[src/rtl/clkscale_arbiter.sv]
// -----------------------------------------------------------------------------
// clkscale_arbiter
//   Shares one CCLK-domain clock divider between NREQ requesters. Each
//   requester asks for its own divider scale. The arbiter grants one owner at
//   a time and drives that owner's scale onto clkscale. The switch happens
//   only on an observed divider toggle (or after TIMEOUT cycles without one),
//   so divider periods stay clean. A grant lasts HOLD full divider periods, or
//   ends early when the owner drops req.
//
//   Build option: define CLKSCALE_ARB_PRIO_EN for fixed priority (lowest
//   index wins, no preemption). Left undefined, arbitration is round-robin,
//   and the requester just served has the lowest priority.
//
// Ports
//   CCLK      in   system clock, all logic on posedge
//   rst_n     in   asynchronous active-low reset
//   req       in   [NREQ]   level request per requester
//   scale_in  in   [NREQ*W] requested scale, requester i at [i*W +: W]
//   div_clk   in   divider output (CCLK-synchronous)
//   clkscale  out  [W]      registered scale driven to the divider
//   grant     out  [NREQ]   registered one-hot owner, 0 when idle
//   busy      out  high while pending or running a grant
//   done      out  [NREQ]   one-cycle pulse on the owner's bit at release
// -----------------------------------------------------------------------------
module clkscale_arbiter #(
  parameter int           NREQ      = 4,
  parameter int           W         = 32,
  parameter int           HOLD      = 16,
  parameter logic [W-1:0] DEF_SCALE = W'(24_999_999),
  parameter int           TIMEOUT   = 65535
) (
  input  logic              CCLK,
  input  logic              rst_n,
  input  logic [NREQ-1:0]   req,
  input  logic [NREQ*W-1:0] scale_in,
  input  logic              div_clk,
  output logic [W-1:0]      clkscale,
  output logic [NREQ-1:0]   grant,
  output logic              busy,
  output logic [NREQ-1:0]   done
);

  localparam int IW = (NREQ > 1) ? $clog2(NREQ) : 1;
  localparam int CW = (2*HOLD > 1) ? $clog2(2*HOLD) : 1;
  localparam int TW = (TIMEOUT > 1) ? $clog2(TIMEOUT) : 1;

  typedef enum logic [1:0] {IDLE, PEND, RUN} state_t;

  state_t        state_q, state_d;
  logic          div_clk_q;
  logic [W-1:0]  scale_lat_q, scale_lat_d;
  logic [IW-1:0] owner_q, owner_d;
  logic [TW-1:0] tcnt_q, tcnt_d;
  logic [CW-1:0] cnt_q, cnt_d;
  logic [W-1:0]  clkscale_q, clkscale_d;
  logic [NREQ-1:0] grant_q, grant_d;
  logic [NREQ-1:0] done_q, done_d;
  logic          tog;
  logic [IW-1:0] win;

  // Divider output is already CCLK-synchronous; an edge is any change since
  // the previous cycle.
  assign tog = div_clk ^ div_clk_q;

`ifdef CLKSCALE_ARB_PRIO_EN
  // Fixed priority: scan high to low so the lowest set index is kept last.
  always_comb begin
    win = '0;
    for (int i = NREQ-1; i >= 0; i--)
      if (req[i]) win = IW'(i);
  end
`else
  logic [IW-1:0] rr_ptr_q, rr_ptr_d;

  // Round-robin: candidates rr_ptr+1 .. rr_ptr+NREQ (mod NREQ). Scanning the
  // offsets downwards leaves the nearest set request as the winner, which puts
  // the last owner (offset NREQ) at the bottom.
  always_comb begin
    win = '0;
    for (int k = NREQ; k >= 1; k--)
      if (req[(int'(rr_ptr_q) + k) % NREQ]) win = IW'((int'(rr_ptr_q) + k) % NREQ);
  end
`endif

  always_comb begin
    state_d     = state_q;
    scale_lat_d = scale_lat_q;
    owner_d     = owner_q;
    tcnt_d      = tcnt_q;
    cnt_d       = cnt_q;
    clkscale_d  = clkscale_q;
    grant_d     = grant_q;
    done_d      = '0;
`ifdef CLKSCALE_ARB_PRIO_EN
`else
    rr_ptr_d    = rr_ptr_q;
`endif
    case (state_q)
      IDLE: begin
        if (|req) begin
          scale_lat_d = scale_in[win*W +: W];
          owner_d     = win;
          tcnt_d      = '0;
          state_d     = PEND;
        end
      end
      PEND: begin
        // A withdrawn request abandons the switch silently.
        if (!req[owner_q]) begin
          state_d = IDLE;
        end else if (tog || tcnt_q == TW'(TIMEOUT-1)) begin
          clkscale_d       = scale_lat_q;
          grant_d          = '0;
          grant_d[owner_q] = 1'b1;
          cnt_d            = '0;
          state_d          = RUN;
        end else begin
          tcnt_d = tcnt_q + 1'b1;
        end
      end
      RUN: begin
        // Final toggle and a req drop in the same cycle share this branch,
        // so only one done pulse is produced.
        if ((tog && cnt_q == CW'(2*HOLD-1)) || !req[owner_q]) begin
          grant_d         = '0;
          done_d[owner_q] = 1'b1;
`ifdef CLKSCALE_ARB_PRIO_EN
`else
          rr_ptr_d        = owner_q;
`endif
          state_d         = IDLE;
        end else if (tog) begin
          cnt_d = cnt_q + 1'b1;
        end
      end
      default: state_d = IDLE;
    endcase
  end

  always_ff @(posedge CCLK or negedge rst_n) begin
    if (!rst_n) begin
      state_q     <= IDLE;
      div_clk_q   <= 1'b0;
      scale_lat_q <= '0;
      owner_q     <= '0;
      tcnt_q      <= '0;
      cnt_q       <= '0;
      clkscale_q  <= DEF_SCALE;
      grant_q     <= '0;
      done_q      <= '0;
    end else begin
      state_q     <= state_d;
      div_clk_q   <= div_clk;
      scale_lat_q <= scale_lat_d;
      owner_q     <= owner_d;
      tcnt_q      <= tcnt_d;
      cnt_q       <= cnt_d;
      clkscale_q  <= clkscale_d;
      grant_q     <= grant_d;
      done_q      <= done_d;
    end
  end

`ifdef CLKSCALE_ARB_PRIO_EN
`else
  always_ff @(posedge CCLK or negedge rst_n) begin
    if (!rst_n) rr_ptr_q <= IW'(NREQ-1);
    else        rr_ptr_q <= rr_ptr_d;
  end
`endif

  assign clkscale = clkscale_q;
  assign grant    = grant_q;
  assign done     = done_q;
  assign busy     = (state_q != IDLE);

endmodule

[config.mk]
export PLATFORM = sky130hd
export DESIGN_NAME = clkscale_arbiter
export DESIGN_NICKNAME = d
export VERILOG_FILES = /design/src/rtl/clkscale_arbiter.sv
export SDC_FILE = /design/constraint.sdc
export NUM_CORES = 1
export LEC_CHECK = 0
export CORE_MARGIN = 3
export CORE_UTILIZATION = 35
export DETAILED_ROUTE_END_ITERATION = 8
export PLACE_DENSITY_LB_ADDON = 0.12
export SLEW_MARGIN = 20
export SYNTH_ARGS = -nofsm -noshare
export SYNTH_HDL_FRONTEND = slang
export SYNTH_SLANG_ARGS = --single-unit
[constraint.sdc]
create_clock -name CCLK -period 4.48 [get_ports CCLK]
set_clock_uncertainty 0.2 [all_clocks]
set_input_delay 0.896 -clock CCLK [delete_from_list [all_inputs] [get_ports CCLK]]
set_output_delay 0.896 -clock CCLK [all_outputs]
set_load 0.02 [all_outputs]
==> summary.txt, run 1 <==
Worst setup path
  • Worst-path maximum fanout: 30
  • CP Capture Type: register
  • Startpoint Class: primary input
  • Arr. time, crit path: 3310 ps
  • CP Buf/Inv Count: 2
  • Family with the most delay on the worst path: compound AO/OA/AOI/OAI gates
  • Crit-path cells: clkdlybuf4s50_1, o21ai_0, a21oi_2, a311o_2, buf_4, mux2i_1, a211oi_1
  • CP max-delay cell: a311o_2
  • Kind of critical path: in -> reg
  • Critical Path RT: 4490 ps
  • CP peak stage delay: 710 ps

Clock network
  • Hold buffers post-CTS: 0
  • Cts repair resizes: 0
  • Clock Root Buffer: clkbuf_16
  • CTS Buf Count: 9
  • Clock Sink Count: 100
  • CTS tree: done
  • Clock buffer depth: 2
  • CTS H-tree lvls: 3
  • Postcts setup bufs: 0
  • Reg clk slew, reported paths: 70 ps
  • Clock latency on the worst-skew pair: 350 ps

Synthesis
  • Simple-Gate Fraction of Synth Area: 16.2%
  • Yosys top cell by area: dfrtp_1
  • Mux contribution to synthesized area: 16.2%
  • Synth area leaders: dfrtp_1 37%, dfstp_2 9.1%, a211oi_1 8.7%
  • Syn avg cell area: 10.5 um^2
  • Mapped Area: 5500 um^2
  • Top-area cell type share of the netlist area: 36.9%
  • Asr flop ratio synth: 100%
  • Main combinational cell family by area after synthesis: multiplexers
  • Most used DFF post-synth: dfrtp_1
  • Synthesized flop and latch total: 100
  • XOR/XNOR Fraction of Synth Area: 0.159%
  • Most frequent cell after synthesis: dfrtp_1
  • Commonest cells post-synth: 81 x dfrtp_1, 64 x a211oi_1, 57 x nand2_1
  • YS warnings: 0
  • Area fraction in compound gates after synthesis: 14.9%
  • Sequential element share of the synthesized area: 45.9%
  • Gate Count Post-Synth: 526
  • Net Count, Synth: 665
  • Post-Synth Adder-Cell Area: 0.910%
  • Cell variety after synth: 46
  • Post-synth EDFFs: 0

Floorplan
  • Die width: 131 um
  • Initial Util: 36.0%
  • Core Footprint: 15300 um^2
  • Die area: 17200 um^2
  • Die height: 131 um
  • # rows: 45
  • I/O pin count: 176

Layout
  • Non-Filler Instances: 900
  • Layout cells sized above 1: 14.7%
  • # nets final: 823
  • Diode count: 0
  • Area Overhead vs Synth: 38.1%
  • Fillers: 1423

Power
  • Leak: 3.05 nW
  • Peak supply drop: 0.000227 V
  • Pwr Density: 602 nW/um^2

Routing
  • Post-Route WL: 15000 um
  • Routed vias/inst: 5.11
  • DRC Markers: 0
  • Drt pass-1 iters: 4
  • Final ANT Viol Nets: 0
  • Vias: 4602
  • DR iter-0 viols: 150
  • Wire per inst: 16.7 um

Placed design
  • Detailed placement HPWL: 10900 um
  • I/O Buffers: 175
  • GPL Wtd Cong: 0.867
  • DP Cell Count: 884
  • Dpl ws: 803 ps

STA
  • Tcrit/Tclk final: 73.7%
  • Fin. Hold Viols: 0
  • Final Critical Period: 3300 ps
  • FMAX: 303 MHz
  • Worst setup margin: 1180 ps
  • Slew Viols, Final: 0
  • Rel. slew slack: 37.9%
  • Final setup viols: 0
  • TNS Setup: 0 ps
  • Worst slew pin tran: 929 ps
  • RSZ-0062 raised after global routing: no

GRT
  • Vias in the first global route: 4891
  • Total track usage: 17.9%
  • GRT overflow: 0
  • Initial antenna violation count: 0
  • Largest net degree at the start of global routing: 56
  • First-pass GRT wire length: 24900 um

Run status
  • Status: completed

Hold path
  • Worst hold path type: reg -> reg

Run
  • Maximum capacitance violations: 0
[where the power goes]
part	switching, W	internal, W
sequential	0.000250	0.00134
clock	0.000333	0.000376
combinational	0.00120	0.00107
total	0.00179	0.00278
[metrics by stage]
stage | utilization (%) | power (W) | cell area, um^2 | hold slack, ps
global route | 49.7 | 0.00490 | 7590 | 327
global placement | 48.0 | 0.00386 | 7330 | 288
floorplan | - | 0.00316 | 5500 | 281
detailed placement | 48.0 | 0.00390 | 7330 | 293
CTS | 49.7 | 0.00464 | 7590 | 306
finish | 49.7 | 0.00457 | 7590 | 303
[metal layers]
layer / vias to the layer above / GRT usage (%) / wire (um)
li1: 2224 / - / -
met1: 2220 / 21.1 / 6340
met2: 141 / 31.0 / 7610
met3: 17 / 5.32 / 837
met4: 0 / 6.18 / 204
met5: - / 0 / 0
[final cells by class]
| cell class | instances | area, um^2 | area share (%) |
|---|---|---|---|
| Clock inverter | 4 | 26.3 | 0.346 |
| Inverter | 9 | 33.8 | 0.445 |
| Tap cell | 211 | 264 | 3.48 |
| Multi-Input combinational cell | 380 | 2690 | 35.4 |
| Sequential cell | 100 | 2530 | 33.3 |
| Timing Repair Buffer | 184 | 1820 | 23.9 |
| Clock buffer | 12 | 236 | 3.12 |
[path summary, 6_finish.rpt]
path                       cells after the start             from  slack (ps)         endpoint
setup / recovery                               7           req[1]        1180   scale_lat_q[6]
hold / removal                                 1  scale_lat_q[19]         300     clkscale[19]
setup reg to reg                               5        tcnt_q[2]        1600      clkscale[0]
hold reg to reg                                1  scale_lat_q[19]         300     clkscale[19]
max in group asynchronous                      2            rst_n        2810     clkscale[11]
min in group asynchronous                      1            rst_n         400  scale_lat_q[20]
[registers in the layout, summed over array words and instances, names as in the netlist]
signal / cells
clkscale: 32
cnt_q: 5
div_clk_q: 1
done: 4
grant: 4
owner_q: 2
rr_ptr_q: 2
scale_lat_q: 32
state_q: 2
tcnt_q: 16
[logic make-up (layout without fill, tap and decap cells)]
logic type                 Yosys count  count (layout)
AOI/OAI and AO/OA                  113             113
xor gates and xnor gates             1               1
adders and majority gates            4               4
buffers and inverters               46             209
DFF                                100             100
muxes                               74              74
and+or+nand+nor                    188             188
[placed cells by master (no fill, tap or decap), types with 4 or more instances in the layout]
cell type,count
inv_1,8
nand2b_1,8
nor2_1,44
nor3_1,35
nand3_1,7
mux2_4,26
buf_4,10
mux2_2,8
mux2i_1,39
a211oi_1,64
clkdlybuf4s50_1,174
nand2_1,57
o21ai_2,4
clkbuf_16,9
a21oi_2,7
or3_1,11
o21ai_1,7
dfstp_2,19
dfrtp_1,81
o21ai_0,8
ha_1,4
or4_1,4
nand4_1,7
a21oi_1,8
(Power assumes the default switching activity.)
==> run 2, diff against run 1 <==
- clock period: 4.48 -> 3.1 ns (I/O delays scaled with it)
==> summary.txt, run 2 (synthesized netlist as in run 1, its figures left out) <==
Run status
  • Status: completed (unchanged)

Layout
  • Fin util: 50.5% (was 49.7%)
  • # nets final: 832 (was 823)
  • Fillers: 1432 (was 1423)
  • Area Overhead vs Synth: 40.2% (was 38.1%)
  • Commonest non-fill, non-tap cell in the layout: clkdlybuf4s50_1 (unchanged)
  • Layout cells sized above 1: 15.9% (was 14.7%)
  • Multi-input logic area: 2690 um^2 (unchanged)
  • Diode count: 0 (unchanged)
  • Most frequent cells in the layout: 174 x clkdlybuf4s50_1, 81 x dfrtp_1, 64 x a211oi_1 (unchanged)
  • Register Area: 2530 um^2 (unchanged)

Routing
  • Vias: 4574 (was 4602)
  • Final ANT Viol Nets: 0 (unchanged)
  • DR iter-0 viols: 142 (was 150)
  • Wire per inst: 16.9 um (was 16.7 um)
  • Drt pass-1 iters: 4 (unchanged)
  • Post-Route WL: 15300 um (was 15000 um)
  • DRC Markers: 0 (unchanged)
  • Routed vias/inst: 5.03 (was 5.11)

Placed design
  • I/O Buffers: 175 (unchanged)
  • Dpl ws: 95.1 ps (was 803 ps)
  • Detailed placement HPWL: 11200 um (was 10900 um)
  • GPL Wtd Cong: 0.802 (was 0.867)

Clock network
  • Clock Sink Count: 100 (unchanged)
  • Hold buffers post-CTS: 0 (unchanged)
  • Clock Root Buffer: clkbuf_16 (unchanged)
  • Cts repair resizes: 0 (unchanged)
  • CTS tree: done (unchanged)
  • Postcts setup bufs: 0 (unchanged)
  • CTS Buf Count: 9 (unchanged)
  • CTS H-tree lvls: 3 (unchanged)
  • Reg clk slew, reported paths: 70 ps (about the same)
  • Clock latency on the worst-skew pair: 350 ps (about the same)
  • Clock buffer depth: 2 (unchanged)

Worst setup path
  • CP Buf/Inv Count: 1 (was 2)
  • Worst Reg-to-Reg Cells: 6 (was 5)
  • Crit-path cells: nand3_1, or4_4, o21ai_2, and2_4, buf_4, mux2_4 (was clkdlybuf4s50_1, o21ai_0, a21oi_2, a311o_2, buf_4, mux2i_1, a211oi_1)
  • CP peak stage delay: 510 ps (was 710 ps)
  • Crit path from: tcnt_q[3] (was req[1])
  • CP max-delay cell: or4_4 (was a311o_2)
  • Reg-to-Reg Start: tcnt_q[3] (was tcnt_q[2])
  • Family with the most delay on the worst path: simple AND/OR/NAND/NOR gates (was compound AO/OA/AOI/OAI gates)
  • Last element of the critical path: clkscale[31] (was scale_lat_q[6])
  • Worst-path maximum fanout: 15 (was 30)
  • CP Capture Type: register (unchanged)
  • CP Depth: 6 (was 7)
  • Kind of critical path: reg -> reg (was in -> reg)
  • R2R Setup Slk: 410 ps (was 1600 ps)
  • Critical Path RT: 3130 ps (was 4490 ps)
  • Startpoint Class: register (was primary input)
  • Arr. time, crit path: 2720 ps (was 3310 ps)
  • Reg2reg end: clkscale[31] (was clkscale[0])

STA
  • Worst setup margin: 413 ps (was 1180 ps)
  • Worst slew pin tran: 579 ps (was 929 ps)
  • Fin. Hold Viols: 0 (unchanged)
  • Final setup viols: 0 (unchanged)
  • RSZ-0062 raised after global routing: no (unchanged)
  • Final Critical Period: 2690 ps
  • FMAX: 372 MHz
  • Rel. slew slack: 61.3% (was 37.9%)
  • Tcrit/Tclk final: 86.7%
  • TNS Setup: 0 ps (unchanged)
  • Slew Viols, Final: 0 (unchanged)
  • Hold_ws: 63.8 ps (was 303 ps)

GRT
  • First-pass GRT wire length: 25300 um (was 24900 um)
  • GRT overflow: 0 (unchanged)
  • Vias in the first global route: 4808 (was 4891)
  • Initial antenna violation count: 0 (unchanged)
  • Largest net degree at the start of global routing: 59 (was 56)
  • Total track usage: 18.1% (was 17.9%)

Run
  • Maximum capacitance violations: 0 (unchanged)

Floorplan
  • Die height: 131 um (unchanged)
  • Initial Util: 36.0% (unchanged)
  • Die area: 17200 um^2 (unchanged)
  • Core Footprint: 15300 um^2 (unchanged)
  • # rows: 45 (unchanged)
  • I/O pin count: 176 (unchanged)
  • Die width: 131 um (unchanged)

Power
  • Pwr Density: 878 nW/um^2 (was 602 nW/um^2)
  • Leak: 3.11 nW (was 3.05 nW)
  • Peak supply drop: 0.000372 V (was 0.000227 V)

Hold path
  • Worst hold path type: in -> async (was reg -> reg)
-- run 2: cell types whose count changed in the layout (fill, tap and decap cells not counted), sizes merged --
cell	before	now
buf	10	19
-- run 2: report_power, final --
group	internal (W)	leakage [nW]	total, W	switching, W
sequential	0.00193	1.19	0.00226	0.000333
combinational	0.00165	1.79	0.00345	0.00179
clock	0.000566	0.133	0.00106	0.000493
-- run 2: per-layer routing --
metal  routed length (um)  GRT usage [%]
met1                 6570           22.1
met2                 7450           30.4
met3                 1010           5.70
met4                  317           6.24
met5                    0              0
-- run 2: area by class of cell --
type / instances / area share (%)
inverter: 9 / 0.438
sequential: 100 / 32.8
multi-input combinational: 380 / 34.9
clock buffer: 12 / 3.20
tap: 211 / 3.43
timing repair buffer: 193 / 24.9
clock inverter: 4 / 0.341
-- run 2: stage by stage --
| stage | area (um^2) | power, W | cells |
|---|---|---|---|
| after floorplan | 5500 | 0.00457 | 526 |
| after global placement | 7430 | 0.00572 | 893 |
| after detailed placement | 7430 | 0.00579 | 893 |
| after CTS | 7710 | 0.00688 | 909 |
| after global routing | 7710 | 0.00725 | 909 |
| final | 7710 | 0.00677 | 909 |
-- run 2: how the worst min path moves through the flow --
stage                     from           end  slack (ps)
3_5_place_dp   scale_lat_q[18]  clkscale[18]         290
2_1_floorplan            rst_n  clkscale[10]         120
5_1_grt                  rst_n  clkscale[31]          90
3_3_place_gp   scale_lat_q[27]  clkscale[27]         290
4_1_cts                  rst_n  clkscale[31]          80
6_report                 rst_n  clkscale[31]          60
==> run 3, diff against run 2 <==
- CAP_MARGIN: default -> 0
- CORE_MARGIN: 3 -> 5
==> summary.txt, run 3 (synthesized netlist as in run 1, its figures left out) <==
Layout
  • Commonest non-fill, non-tap cell in the layout: clkdlybuf4s50_1 (unchanged)
  • Non-Filler Instances: 911 (was 909)
  • Fillers: 1437 (was 1432)
  • Layout cells sized above 1: 16.3% (was 15.9%)
  • Area Overhead vs Synth: 41.2% (was 40.2%)
  • # nets final: 834 (was 832)
  • Diode count: 0 (unchanged)
  • Most frequent cells in the layout: 174 x clkdlybuf4s50_1, 81 x dfrtp_1, 64 x a211oi_1 (unchanged)

Run status
  • Status: completed (unchanged)

Clock network
  • Hold buffers post-CTS: 0 (unchanged)
  • Clock buffer depth: 2 (unchanged)
  • CTS tree: done (unchanged)
  • CTS Buf Count: 9 (unchanged)
  • Reg clk slew, reported paths: 70 ps (about the same)
  • Clock Sink Count: 100 (unchanged)
  • CTS H-tree lvls: 3 (unchanged)
  • Clock latency on the worst-skew pair: 340 ps (was 350 ps)
  • Cts repair resizes: 0 (unchanged)
  • Postcts setup bufs: 0 (unchanged)
  • Clock Root Buffer: clkbuf_16 (unchanged)

Worst setup path
  • R2R Setup Slk: 730 ps (was 410 ps)
  • Kind of critical path: in -> reg (was reg -> reg)
  • Arr. time, crit path: 2720 ps (about the same)
  • Critical Path RT: 3170 ps (was 3130 ps)
  • Startpoint Class: primary input (was register)
  • Crit-path cells: clkdlybuf4s50_1, mux4_2, a22o_4, o211ai_2, buf_4, nor4_1, mux2i_1 (was nand3_1, or4_4, o21ai_2, and2_4, buf_4, mux2_4)
  • CP peak stage delay: 600 ps (was 510 ps)
  • CP max-delay cell: clkdlybuf4s50_1 (was or4_4)
  • Worst-path maximum fanout: 16 (was 15)
  • CP Capture Type: register (unchanged)

STA
  • RSZ-0062 raised after global routing: no (unchanged)
  • FMAX: 378 MHz (was 372 MHz)
  • TNS Setup: 0 ps (unchanged)
  • Final Critical Period: 2650 ps (was 2690 ps)
  • Worst setup margin: 452 ps (was 413 ps)
  • Fin. Hold Viols: 0 (unchanged)
  • Final setup viols: 0 (unchanged)
  • Slew Viols, Final: 0 (unchanged)
  • Tcrit/Tclk final: 85.4% (was 86.7%)
  • Hold_ws: 56.7 ps (was 63.8 ps)
  • Worst slew pin tran: 595 ps (was 579 ps)
  • Rel. slew slack: 60.2% (was 61.3%)

Power
  • Clock network power share: 16.5% (was 15.7%)
  • Combinational power share: 50.3% (was 50.9%)
  • Switching part of the total: 38.0% (was 38.7%)
  • Pwr Density: 885 nW/um^2 (was 878 nW/um^2)
  • Power Total: 0.00687 W (was 0.00677 W)
  • Sw power: 0.00261 W (was 0.00262 W)
  • Peak supply drop: 0.000375 V (was 0.000372 V)
  • Flop pwr share: 33.2% (was 33.4%)
  • Cell internal pwr: 0.00426 W (was 0.00415 W)
  • Leak: 3.14 nW (was 3.11 nW)

Routing
  • Drt pass-1 iters: 4 (unchanged)
  • Wire per inst: 17.0 um (was 16.9 um)
  • DRC Markers: 0 (unchanged)
  • Routed vias/inst: 5.08 (was 5.03)
  • DR iter-0 viols: 196 (was 142)
  • Vias: 4624 (was 4574)
  • Post-Route WL: 15500 um (was 15300 um)
  • Final ANT Viol Nets: 0 (unchanged)

GRT
  • Global routing usage on met2: 30.0% (was 30.4%)
  • GRT met1 Usage: 20.7% (was 22.1%)
  • First-pass GRT wire length: 25300 um (about the same)
  • Total track usage: 17.4% (was 18.1%)
  • Met3 Use GR: 5.09% (was 5.70%)
  • Vias in the first global route: 4998 (was 4808)
  • GRT overflow: 0 (unchanged)
  • Largest net degree at the start of global routing: 66 (was 59)
  • Initial antenna violation count: 0 (unchanged)
  • Most used routing layer: met2 (unchanged)

Floorplan
  • Core Footprint: 15300 um^2 (about the same)
  • Die area: 18300 um^2 (was 17200 um^2)
  • I/O pin count: 176 (unchanged)
  • Initial Util: 35.9% (was 36.0%)
  • Die height: 135 um (was 131 um)
  • Die width: 135 um (was 131 um)
  • # rows: 45 (unchanged)

Placed design
  • Dpl ws: 72.6 ps (was 95.1 ps)
  • Detailed placement HPWL: 11500 um (was 11200 um)
  • I/O Buffers: 175 (unchanged)
  • DP Cell Count: 895 (was 893)
  • GPL Wtd Cong: 0.824 (was 0.802)

Hold path
  • Worst hold path type: in -> async (unchanged)

Run
  • Maximum capacitance violations: 0 (unchanged)
-- run 3: cell count changes in the layout (fill, tap and decap cells not counted), sizes merged --
cell,change
inv,+2
clkinv,-1
clkbuf,-1
buf,+2
bufinv,+1
clkinvlp,-1
-- run 3: final cells by class --
cell class	instances	area (um^2)	area share, %
Multi-Input combinational cell	380	2690	34.6
Sequential cell	100	2530	32.5
Timing Repair Buffer	195	1950	25.1
Tap cell	211	264	3.40
Clock buffer	11	243	3.13
Clock inverter	5	57.6	0.742
Inverter	9	33.8	0.435
-- run 3: metrics by stage --
stage	area (um^2)	util (%)
6_report	7760	50.7
5_1_grt	7760	50.7
4_1_cts	7760	50.7
3_5_place_dp	7460	48.7
3_3_place_gp	7460	48.7
2_1_floorplan	5500	-
-- run 3: power groups by stage --
stage | clock, W | sequential, W | combinational, W
2_1_floorplan | 0 | 0.00251 | 0.00206
3_3_place_gp | 0 | 0.00228 | 0.00346
3_5_place_dp | 0 | 0.00230 | 0.00351
4_1_cts | 0.00118 | 0.00229 | 0.00352
5_1_grt | 0.00123 | 0.00236 | 0.00378
6_report | 0.00114 | 0.00228 | 0.00346
-- run 3: path summary, 6_finish.rpt --
path                            depth (start not counted)            to            start
worst max-delay path                                    7     tcnt_q[7]           req[1]
worst min-delay path                                    1   clkscale[9]            rst_n
worst max register to register                          6     tcnt_q[7]        tcnt_q[3]
worst min register to register                          1  clkscale[14]  scale_lat_q[14]
max in group asynchronous                               2   clkscale[5]            rst_n
min in group CCLK                                       1  clkscale[14]  scale_lat_q[14]
-- run 3: layer usage --
metal / wire length (um) / part of all wire (%)
met5: 0 / 0
met4: 272 / 1.8
met3: 1140 / 7.4
met2: 7670 / 49
met1: 6430 / 41
-- run 3: worst max-delay path, delay by kind of cell --
kind                   cells  cell delay, ps
AOI/OAI and AO/OA          2             420
buffers and inverters      2             850
muxes                      2             540
and+or+nand+nor            1             290
